--- src/rtl/jive_trap_seq.sv ---
// jive_trap_seq: trap-entry sequencer and arbiter for the shared 16-bit CSR
// port of the JiVe CSR file. On an accepted interrupt it latches the PC and the
// highest-priority cause, then writes mepc and mcause as 16-bit halves.
// Optional macro JIVE_TRAP_VEC_EN selects vectored handler addressing;
// without it every trap goes to MTVEC_BASE (direct mode).
module jive_trap_seq #(
    parameter logic [5:0]  MEPC_IDX   = 6'h19,
    parameter logic [5:0]  MCAUSE_IDX = 6'h1A,
    parameter logic [31:0] MTVEC_BASE = 32'h0000_0100
) (
    input  logic        clk,
    input  logic        rst_n,
    input  logic [2:0]  csr_mip,
    input  logic        glb_int,
    input  logic        trap_ack,
    input  logic [31:0] cur_pc,
    input  logic        cpu_csr_req,
    input  logic        cpu_csr_wr,
    input  logic        cpu_csr_rd,
    input  logic        cpu_msw_sel,
    input  logic [5:0]  cpu_csr_idx,
    input  logic [15:0] cpu_csr_wdata,
    output logic        cpu_csr_gnt,
    output logic        csr_wr,
    output logic        csr_rd,
    output logic        msw_sel,
    output logic [5:0]  csr_idx,
    output logic [15:0] csr_wdata,
    output logic        em_ena,
    output logic        trap_busy,
    output logic        trap_done,
    output logic [31:0] trap_pc
);

    typedef enum logic [2:0] {
        IDLE  = 3'd0,
        EPC_L = 3'd1,
        EPC_H = 3'd2,
        CAU_L = 3'd3,
        CAU_H = 3'd4,
        DONE  = 3'd5
    } state_t;

    state_t      state_q, state_d;
    logic [3:0]  cause_q, cause_d;
    logic [31:0] pc_q, pc_d;

    logic        wr_q, wr_d;
    logic        rd_q, rd_d;
    logic        msw_q, msw_d;
    logic [5:0]  idx_q, idx_d;
    logic [15:0] wdata_q, wdata_d;

    logic        trap_req;
    logic        accept;
    logic        gnt;
    logic [3:0]  mip_cause;
    logic [31:0] handler_pc;

    // A trap start needs both the CPU accept and the global request; it wins
    // any same-cycle tie against a CPU CSR access.
    assign trap_req = trap_ack & glb_int;
    assign accept   = trap_req & (state_q == IDLE) & (|csr_mip);
    assign gnt      = cpu_csr_req & (state_q == IDLE) & ~trap_req;

    // Priority encode the pending causes: external > software > timer.
    always_comb begin
        mip_cause = 4'd0;
        if (csr_mip[2]) begin
            mip_cause = 4'd11;
        end else if (csr_mip[0]) begin
            mip_cause = 4'd3;
        end else if (csr_mip[1]) begin
            mip_cause = 4'd7;
        end
    end

    // Next-state logic; cause and PC are captured only on the accept cycle so
    // later csr_mip changes cannot disturb the sequence.
    always_comb begin
        state_d = state_q;
        cause_d = cause_q;
        pc_d    = pc_q;
        case (state_q)
            IDLE: begin
                if (accept) begin
                    state_d = EPC_L;
                    cause_d = mip_cause;
                    pc_d    = cur_pc;
                end
            end
            EPC_L:   state_d = EPC_H;
            EPC_H:   state_d = CAU_L;
            CAU_L:   state_d = CAU_H;
            CAU_H:   state_d = DONE;
            DONE:    state_d = IDLE;
            default: state_d = IDLE;
        endcase
    end

    // Next value of the registered shared port: trap writes while sequencing,
    // a copy of the granted CPU access while idle, otherwise a quiet port.
    always_comb begin
        wr_d    = 1'b0;
        rd_d    = 1'b0;
        msw_d   = 1'b0;
        idx_d   = 6'd0;
        wdata_d = 16'd0;
        case (state_q)
            IDLE: begin
                if (gnt) begin
                    wr_d    = cpu_csr_wr;
                    rd_d    = cpu_csr_rd;
                    msw_d   = cpu_msw_sel;
                    idx_d   = cpu_csr_idx;
                    wdata_d = cpu_csr_wdata;
                end
            end
            EPC_L: begin
                wr_d    = 1'b1;
                idx_d   = MEPC_IDX;
                wdata_d = pc_q[15:0];
            end
            EPC_H: begin
                wr_d    = 1'b1;
                msw_d   = 1'b1;
                idx_d   = MEPC_IDX;
                wdata_d = pc_q[31:16];
            end
            CAU_L: begin
                wr_d    = 1'b1;
                idx_d   = MCAUSE_IDX;
                wdata_d = {12'b0, cause_q};
            end
            CAU_H: begin
                wr_d    = 1'b1;
                msw_d   = 1'b1;
                idx_d   = MCAUSE_IDX;
                wdata_d = 16'h8000;
            end
            default: begin
                wr_d = 1'b0;
            end
        endcase
    end

    // State, latches and port registers; reset abandons any partial sequence.
    always_ff @(posedge clk or negedge rst_n) begin
        if (!rst_n) begin
            state_q <= IDLE;
            cause_q <= 4'd0;
            pc_q    <= 32'd0;
            wr_q    <= 1'b0;
            rd_q    <= 1'b0;
            msw_q   <= 1'b0;
            idx_q   <= 6'd0;
            wdata_q <= 16'd0;
        end else begin
            state_q <= state_d;
            cause_q <= cause_d;
            pc_q    <= pc_d;
            wr_q    <= wr_d;
            rd_q    <= rd_d;
            msw_q   <= msw_d;
            idx_q   <= idx_d;
            wdata_q <= wdata_d;
        end
    end

`ifdef JIVE_TRAP_VEC_EN
    assign handler_pc = MTVEC_BASE + {26'b0, cause_q, 2'b00};
`else
    assign handler_pc = MTVEC_BASE;
`endif

    assign cpu_csr_gnt = gnt;
    assign em_ena      = accept;
    assign trap_busy   = (state_q != IDLE);
    assign trap_done   = (state_q == DONE);
    assign trap_pc     = (state_q == DONE) ? handler_pc : 32'd0;

    assign csr_wr    = wr_q;
    assign csr_rd    = rd_q;
    assign msw_sel   = msw_q;
    assign csr_idx   = idx_q;
    assign csr_wdata = wdata_q;

endmodule

--- config.mk ---
export PLATFORM = sky130hd
export DESIGN_NAME = jive_trap_seq
export DESIGN_NICKNAME = d
export VERILOG_FILES = /design/src/rtl/jive_trap_seq.sv
export SDC_FILE = /design/constraint.sdc
export NUM_CORES = 1
export LEC_CHECK = 0
export BUFFER_PORTS_ARGS = -buffer_cell sky130_fd_sc_hd__buf_4
export CAP_MARGIN = 40
export CORE_MARGIN = 3
export CORE_UTILIZATION = 25
export CTS_CLUSTER_SIZE = 10
export DETAILED_ROUTE_END_ITERATION = 12
export PLACE_DENSITY_LB_ADDON = 0.2
export RECOVER_POWER = 25
export SLEW_MARGIN = 20
export SYNTH_ARGS = -nofsm -noshare
export SYNTH_HDL_FRONTEND = slang
export SYNTH_SLANG_ARGS = --single-unit
--- constraint.sdc ---
create_clock -name clk -period 1.9 [get_ports clk]
set_input_delay 0.19 -clock clk [delete_from_list [all_inputs] [get_ports clk]]
set_output_delay 0.19 -clock clk [all_outputs]
set_load 0.005 [all_outputs]
==> results.md <==
* Status: finished clean
* Critical Path Max Stage Delay at 0.38 ns
* Slew HR at 51.1%
* Hold Violations, Final at 0
* Setup violations, final at 0
* GRT overflow at 0
* Syn Inst Count at 223
* Port buffer count at 94
* Number of diodes at 0
* Pin count of the biggest net entering global routing at 31
* Die Y at 114 um
* Area growth syn-to-layout at 37.7%
* Crit-path cells: nor3_2 > inv_2 > nor2_8 > buf_6 > buf_4
* Unrepaired setup endpoints after global routing: false
* Routed Wire Length at 7160 um
* H-tree depth at 3
* Root buf cell: clkbuf_16
* Nets at 393
* Max-Cap Viols at 0
* Number of synthesized register bits at 63
* Seq/Total Area, Yosys at 53.6%
* Worst setup path category: flip-flop to output port
* Initial antenna violation count at 0
* Worst setup EP type: output port
* Share of post-route cells with drive strength above 1 at 50.9%
* Achievable Freq at 563 MHz
* Post-CTS setup buffer count at 0
* Ys async rst share at 100%
* Gp weighted congestion at 0.763
* Wire length per cell at 15.2 um
* Core area at 11200 um2
* First-pass GRT wire length at 10900 um
* Slew Limit Fails at 0
* Clk buf depth at 2
* Cell Area, Synth at 2940 um2
* Crit path required time at 1.71 ns
* Initial DRC Count at 77
* Max FO, Critical Path at 9
* Starting density of the core at 26.3%
* Detailed Place HPWL at 5460 um
* Avg Synthesized Cell Area at 13.2 um2
* Critical path startpoint category: flip-flop
* Clk_lat worst skew at 0.32 ns
* Pwr dens at 1540 nW/um2
* Period Utilization, post-route at 93.4%
* Hold Path Class: input pin to flip-flop
* Fillcell total at 1073
* Worst Skew at 0.00446 ns
* Crit path DAT at 1.59 ns
* Overall die width at 114 um
* Peak supply drop at 0.000685 V
* Clock slew at reported path FFs at 0.05 ns
* GRT Total Usage at 11.0%
* Lkg Pwr at 2.03 nW
* Pre-CTS setup slack at 0.175 ns
* Num rows at 38
* Setup WS post-layout at 0.125 ns
* Top FF cell, synth: dfrtp_1
* Slowest cell on crit path: dfrtp_1
* Final TNS setup at 0 ns
* Vias post-DR at 1991
* TritonCTS Buffers at 9
* Synthesis warning total at 0
* Post-synth EDFFs at 0
* Fin crit period at 1.78 ns
* DIE AREA at 13100 um2
* Unique masters post-synth at 33
* TritonRoute pass-1 iters at 4
* Drt drc at 0
* Post-route ant nets at 0
* CTS tree: yes
* I/O pins at 126
* Vias in the first global route at 2042
* Vias/cell at 4.22
* CTS sink cnt at 63
* Slew @ Worst Pin at 0.733 ns
[registers in the layout (all words and copies together), names as in the netlist]
| name | flops |
|---|---|
| pc_q | 32 |
| csr_wdata | 16 |
| csr_idx | 6 |
| cause_q | 3 |
| state_q | 3 |
| csr_rd | 1 |
| csr_wr | 1 |
| msw_sel | 1 |
[power breakdown]
part	switching [mW]	internal, mW	leakage [nW]
sequential	0.327	1.96	0.772
clock	0.545	1.07	0.151
combinational	0.957	1.38	1.11
[per-stage QoR]
stage | utilization, % | instance area, um2 | total power, mW | hold WS (ns) | instances
after floorplan | - | 3060 | 3.77 | -0.106 | 253
after detailed placement | 33.4 | 3740 | 4.64 | 0.153 | 454
after global routing | 36.3 | 4050 | 6.66 | 0.0762 | 472
after CTS | 36.2 | 4050 | 6.28 | 0.0639 | 470
after global placement | 33.4 | 3740 | 4.61 | 0.152 | 454
final | 36.3 | 4050 | 6.24 | 0.0736 | 472
[timing repair]
action / in CTS / in global routing
hold endpoints to repair: 28 / 0
hold buffers: 1 / 0
resized for setup: 1 / 2
endpoints found under the setup margin: 1 / 2
pin swaps: 0 / 1
[per-layer routing]
layer | up-vias | track usage [%] | routed length (um)
li1 | 941 | - | -
met4 | 0 | 4.75 | 136
met5 | - | 0 | 0
met3 | 9 | 2.43 | 449
met2 | 78 | 18.5 | 3690
met1 | 963 | 13.4 | 2890
[worst paths after layout]
| check | start | endpoint | slack (ns) | cells after the start |
|---|---|---|---|---|
| setup / recovery | state_q[2] | em_ena | 0.12 | 5 |
| hold / removal | cpu_csr_idx[1] | csr_idx[1] | 0.07 | 2 |
| setup reg to reg | state_q[2] | pc_q[25] | 0.24 | 5 |
| hold reg to reg | pc_q[5] | csr_wdata[5] | 0.50 | 2 |
| max in group asynchronous | rst_n | csr_idx[0] | 0.37 | 3 |
| min in group asynchronous | rst_n | pc_q[17] | 0.47 | 2 |
[synth_stat cells (all sizes together), types with 2 or more instances]
master   number  area share [%]
a21o          6             1.5
a21oi         2            0.34
a22oi        15             3.8
and2          2            0.43
and3          3            0.64
buf          40              10
clkbuf        4            0.51
dfrtp        63              54
mux2         37              18
nand2        12             1.5
nand3        12             2.0
nor2          3            0.94
nor2b         2            0.43
nor3b         2            0.51
o2bb2ai       5             1.5
or2           2            0.43
[logic make-up after synthesis]
group / after synthesis / share of synthesized area, %
simple gates: 41 / 7.82
compound gates: 35 / 9.57
flops: 63 / 53.6
mux: 37 / 17.7
xor+xnor: 1 / 0.298
other cells: 1 / 0.127
buf+inv: 45 / 10.9
[cell usage in the layout (no fill, tap or decap), drive strengths merged, types with 2 or more instances in the layout]
cell	n
clkbuf	13
and3	3
and2	2
nand3	12
o2bb2ai	5
nor3b	2
mux2	37
buf	105
conb	31
dfrtp	63
a22oi	15
nor2	3
nand2	12
a21o	6
clkinv	3
or2	2
nor2b	2
a21oi	2
[area by class of cell]
type	instances	area [um2]	area share, %
well taps	140	175	4.32
flip-flops and latches	63	1580	38.9
clock buffers	11	253	6.24
repair buffers	108	828	20.4
inverters	1	3.75	0.0926
clock inverters	4	45.0	1.11
multi-input cells	145	1170	28.9
[critical path, delay by kind of cell (launching register included)]
family	cells	cell delay, ns
buf+inv	3	0.42
flops	1	0.38
simple gates	2	0.46
Power figures use the tool's default switching activity.
